<file path="config.mk">
export PLATFORM = sky130hd
export DESIGN_NAME = prng_range
export DESIGN_NICKNAME = d
export VERILOG_FILES = /design/src/rtl/prng_pkg.sv /design/src/rtl/bit_smear.sv /design/src/rtl/prng_range.sv
export SDC_FILE = /design/constraint.sdc
export NUM_CORES = 1
export LEC_CHECK = 0
export BUFFER_PORTS_ARGS = -buffer_cell sky130_fd_sc_hd__buf_2
export CORE_AREA = 4 4 126 116
export DETAILED_ROUTE_END_ITERATION = 8
export DIE_AREA = 0 0 130 120
export PLACE_DENSITY = 0.76
export SLEW_MARGIN = 5
export SYNTH_ARGS = -nofsm -noshare
export SYNTH_HDL_FRONTEND = slang
export SYNTH_SLANG_ARGS = --single-unit
</file>
<file path="constraint.sdc">
create_clock -name clk -period 4.4 [get_ports clk]
set_input_delay 0.22 -clock clk [delete_from_list [all_inputs] [get_ports clk]]
set_output_delay 0.22 -clock clk [all_outputs]
set_load 0.01 [all_outputs]
</file>
<file path="src/rtl/prng_pkg.sv">
// Shared definitions for the MINSTD Lehmer generator and its range-reduction consumer.
package prng_pkg;

  localparam logic [31:0] M = 32'd2147483647;
  localparam logic [31:0] A = 32'd16807;

  localparam int RAND_W_DEF = 32;
  localparam int OUT_W_DEF  = 16;
  localparam int CNT_W_DEF  = 16;

  typedef enum logic [2:0] {
    IDLE,
    REQ,
    REL,
    CHECK,
    HOLD
  } state_t;

endpackage

</file>
<file path="src/rtl/bit_smear.sv">
// Sets every bit below the most significant set bit of the input.
module bit_smear #(
  parameter int W = 16
) (
  input  logic [W-1:0] value,
  output logic [W-1:0] mask
);

  always_comb begin
    mask = value;
    for (int i = 1; i < W; i++) begin
      mask = mask | (value >> i);
    end
  end

endmodule

</file>
<file path="src/rtl/prng_range.sv">
// Drives the prng handshake, chains each result back as the next seed, and
// reduces results to a uniform value in [lo, hi] by mask-and-reject sampling.
module prng_range
  import prng_pkg::*;
#(
  parameter int RAND_W = RAND_W_DEF,
  parameter int OUT_W  = OUT_W_DEF,
  parameter int CNT_W  = CNT_W_DEF
) (
  input  logic              clk,
  input  logic              rst,
  input  logic              seed_load,
  input  logic [RAND_W-1:0] init_seed,
  input  logic              en,
  input  logic [OUT_W-1:0]  cfg_lo,
  input  logic [OUT_W-1:0]  cfg_hi,
  output logic [RAND_W-1:0] prng_seed,
  output logic              prng_start,
  input  logic              prng_done,
  input  logic [RAND_W-1:0] prng_rand,
  output logic              out_valid,
  input  logic              out_ready,
  output logic [OUT_W-1:0]  out_data,
  output logic              cfg_err,
  output logic [CNT_W-1:0]  rej_cnt
);

  state_t            state, state_d;
  logic [RAND_W-1:0] seed_q, seed_d;
  logic [OUT_W-1:0]  lo_q, lo_d;
  logic [OUT_W-1:0]  span_q, span_d;
  logic [OUT_W-1:0]  data_q, data_d;
  logic              err_q, err_d;
  logic [CNT_W-1:0]  cnt_q, cnt_d;
  logic [OUT_W-1:0]  mask;
  logic [OUT_W-1:0]  cand;

  bit_smear #(.W(OUT_W)) u_smear (
    .value(span_q),
    .mask (mask)
  );

  // The seed register already holds the last draw once REL completes.
  assign cand = seed_q[OUT_W-1:0] & mask;

  always_comb begin
    state_d = state;
    seed_d  = seed_q;
    lo_d    = lo_q;
    span_d  = span_q;
    data_d  = data_q;
    err_d   = err_q;
    cnt_d   = cnt_q;
    case (state)
      IDLE: begin
        if (seed_load) begin
          seed_d = (init_seed == '0) ? RAND_W'(1) : init_seed;
        end else if (en) begin
          lo_d   = cfg_lo;
          span_d = cfg_hi - cfg_lo;
          if (cfg_hi < cfg_lo) begin
            err_d = 1'b1;
          end else begin
            err_d   = 1'b0;
            state_d = REQ;
          end
        end
      end
      REQ: begin
        if (prng_done) state_d = REL;
      end
      REL: begin
        if (!prng_done) begin
          seed_d  = prng_rand;
          state_d = CHECK;
        end
      end
      CHECK: begin
        if (cand <= span_q) begin
          data_d  = lo_q + cand;
          state_d = HOLD;
        end else begin
          if (cnt_q != '1) cnt_d = cnt_q + CNT_W'(1);
          state_d = en ? REQ : IDLE;
        end
      end
      HOLD: begin
        if (out_ready) state_d = en ? REQ : IDLE;
      end
      default: state_d = IDLE;
    endcase
  end

  always_ff @(posedge clk) begin
    if (!rst) begin
      state  <= IDLE;
      seed_q <= RAND_W'(1);
      lo_q   <= '0;
      span_q <= '0;
      data_q <= '0;
      err_q  <= 1'b0;
      cnt_q  <= '0;
    end else begin
      state  <= state_d;
      seed_q <= seed_d;
      lo_q   <= lo_d;
      span_q <= span_d;
      data_q <= data_d;
      err_q  <= err_d;
      cnt_q  <= cnt_d;
    end
  end

  assign prng_seed  = seed_q;
  assign prng_start = (state == REQ);
  assign out_valid  = (state == HOLD);
  assign out_data   = data_q;
  assign cfg_err    = err_q;
  assign rej_cnt    = cnt_q;

endmodule
</file>
==> results.md <==
* Run status: complete, no violations
* Synth unique cells at 52
* Number of synthesized flops with an enable pin at 0
* Clock root buffer: clkbuf_16
* Crit-path cells: or4_4 -> or4_4 -> or3_4 -> or4_4 -> or3_4 -> o31ai_4 -> inv_2 -> ha_4 -> inv_2 -> fa_2 -> nor2b_2 -> o211ai_1 -> buf_4 -> a21oi_2 -> nor2_1 -> xnor2_1 -> mux2i_1 -> nor2b_1
* Footprint of the multi-input gates at ~4000 um2
* Slew Limit Fails at 0
* Clock Path Buffers at 2
* Top layer in use: met4
* Total power at approximately 2.4 mW
* Leakage dissipation at ~3.6 nW
* Relative slew slack at 0.4983
* Synth top area share at 0.3199
* Mapped cell area at ~6300 um2
* VDD IR max at 170.0 uV
* Die width at between 100 and 150 um
* Die span in y at about 120 um
* Syn_nets at roughly 890
* Critical Path Sink Type: register
* Detail Route Antenna Nets at 0
* Syn_area_per_cell at 8.456 um2
* Synth area leader: dfxtp_1
* Vias in the first global route at roughly 5600
* Gr ovfl total at 0
* Asr flop ratio synth at 0
* Most common cell after layout, fill and taps aside: buf_2
* Port-buffer cells at between 150 and 200
* P&R area growth vs syn at 24.34%
* Routed wl met3 at approximately 1.1 mm
* Cells after synthesis at between 700 and 800
* I/O Pins at around 170
* FF+latch area at ~2000 um2
* Final nets at 1061
* Met2 wire len at around 7.7 mm
* Top cells by area, synth: dfxtp_1 (32%), ha_1 (9.4%), mux2i_1 (7.5%)
* Setup_tns at 0 ns
* # hold bufs at CTS at 0
* CTS Buf Count at 9
* Pwr dens at 306.1 nW/um2
* Worst Tran Pin Value at about 0.75 ns
* GRT Overall Usage at 0.2107
* Clk_lat worst skew at between 0.3 and 0.4 ns
* Worst path arrival time at 4.66 ns
* Clk slew on worst S/H paths at about 0.070 ns
* Synth Register Bits at 100
* H-tree Lvls at 3
* Synth Flop Type: dfxtp_1
* Worst path slowest cell: or4_4
* Commonest non-fill, non-tap cells in the layout: buf_2 (168), nand2_1 (111), dfxtp_1 (99), mux2i_1 (47), ha_1 (45)
* Post-synthesis sequential area ratio at 0.3199
* Final clock skew at 0.008303 ns
* Die footprint at 15600 um2
* CTS tree: yes
* # fillers at about 1300
* Max-Cap Viols at 0
* Initial antenna violation count at 0
* Drt via density at around 5.5
* Sink Count at 100
* GP Congestion at approximately 0.96
* Core ar. at about 13000 um2
* Type of the worst setup path: register to register
* Critical Path Max Stage Delay at ~0.53 ns
* Finished Layout Cells at about 1100
* # DRC at 0
* Placed insts at ~1100
* RSZ-0062 raised after global routing: true
* Final Hold Vio Count at 0
* Via count at between 5000 and 6000
* Ant. Diodes at 0
* M1 WL at between 7 and 8 mm
* 1st-iter DRT viols at 315
* Max FO, Critical Path at 3
* Fmax at about 0.23 GHz
* Worst Hold Class: input port to register
* Element type at the critical path start: register
* Fin crit period at 4.377 ns
* Layout cells sized above 1 at 0.2590
* YS warnings at 0
* Drt total wl at 16.81 mm
* FP Rows at 40
* Req. time, crit path at 4.68 ns
* Most frequent CP cell: or4_4
* Hold WS at around 0.13 ns
* Largest net degree at the start of global routing at 46
* Global-route wire length before repair at ~27 mm
* DR WL/cell at around 16 um
* Final setup viols at 0
* Final period util at 0.9947
* DP HPWL at between 10 and 15 mm
* 1st-pass router iterations at 4
* Initial core utilization at 0.4736
where the power goes:
group / internal [mW] / switching, mW / total, mW
logic: 0.278 / 0.313 / 0.591
clock network: 0.444 / 0.347 / 0.791
registers: 0.954 / 0.0451 / 0.999
total: 1.68 / 0.706 / 2.38
stage by stage:
step	setup WS, ns	cell area [um2]	util
after floorplan	0.06156	6261	-
after global placement	0.06365	7395	0.5597
after detailed placement	-0.05606	7395	0.5597
after CTS	0.006952	7689	0.5819
after global routing	-0.1114	7780	0.5888
final	0.02320	7780	0.5888
layer usage:
metal,up-vias,global-route usage
met4,0,0.07338
met3,31,0.04895
met1,2742,0.2808
met2,152,0.3331
li1,3012,-
met5,-,0
registers in the layout, indices dropped and copies added (netlist names):
name / flops
lo_q: 16
out_data: 16
state: 3
span_q: 16
cfg_err: 1
prng_seed: 32
rej_cnt: 16
kinds of logic after synthesis:
group,synth area share
buffers and inverters,0.04439
and+or+nand+nor,0.2028
AOI/OAI and AO/OA,0.2210
DFF,0.3199
muxes,0.07518
xor gates and xnor gates,0.03639
adders and majority gates,0.1004
critical path, delay by kind of cell (launching register included):
kind / cells / cell delay, ns
xor+xnor: 1 / 0.20
compound gates: 3 / 0.57
flops: 1 / 0.32
mux: 1 / 0.12
simple gates: 8 / 2.41
buf+inv: 3 / 0.30
fa+ha+maj: 2 / 0.37
repair_timing:
item                       in CTS  in global routing
setup endpoints to repair       4                 23
pin swaps                       0                  8
buffers inserted                0                  2
gates resized for setup         3                 19
cells in the mapped netlist, types with 7 or more instances:
| master | number |
|---|---|
| nand2_1 | 111 |
| dfxtp_1 | 100 |
| ha_1 | 47 |
| mux2i_1 | 47 |
| inv_1 | 38 |
| a21oi_1 | 34 |
| o211a_1 | 34 |
| clkbuf_1 | 33 |
| o21ai_0 | 30 |
| a21boi_0 | 28 |
| nand3_1 | 21 |
| nor2_1 | 18 |
| xnor2_1 | 18 |
| nor2b_1 | 17 |
| nand2b_1 | 16 |
| nor4_1 | 16 |
| o21a_1 | 16 |
| and2_1 | 14 |
| nand4_1 | 11 |
| a211oi_1 | 10 |
| a21o_1 | 8 |
| xor2_1 | 8 |
| or3_1 | 7 |
final timing paths:
kind,from,endpoint,slack (ns),cells after the start
setup / recovery,span_q[15]$_SDFFE_PN0P_,out_data[8]$_SDFFE_PN0N_,0.02,18
hold / removal,cfg_lo[8],lo_q[8]$_SDFFE_PN0P_,0.13,3
setup reg to reg,span_q[15]$_SDFFE_PN0P_,out_data[8]$_SDFFE_PN0N_,0.02,18
hold reg to reg,cfg_err$_SDFFE_PN0P_,cfg_err$_SDFFE_PN0P_,0.46,2
layout make-up:
class / instances / area share
multi-input cells: 566 / 0.5230
flip-flops and latches: 100 / 0.2575
repair buffers: 193 / 0.1354
clock buffers: 11 / 0.02991
well taps: 168 / 0.02702
inverters: 40 / 0.01930
clock inverters: 5 / 0.007880
No activity file was read; power rests on OpenSTA's default activity.
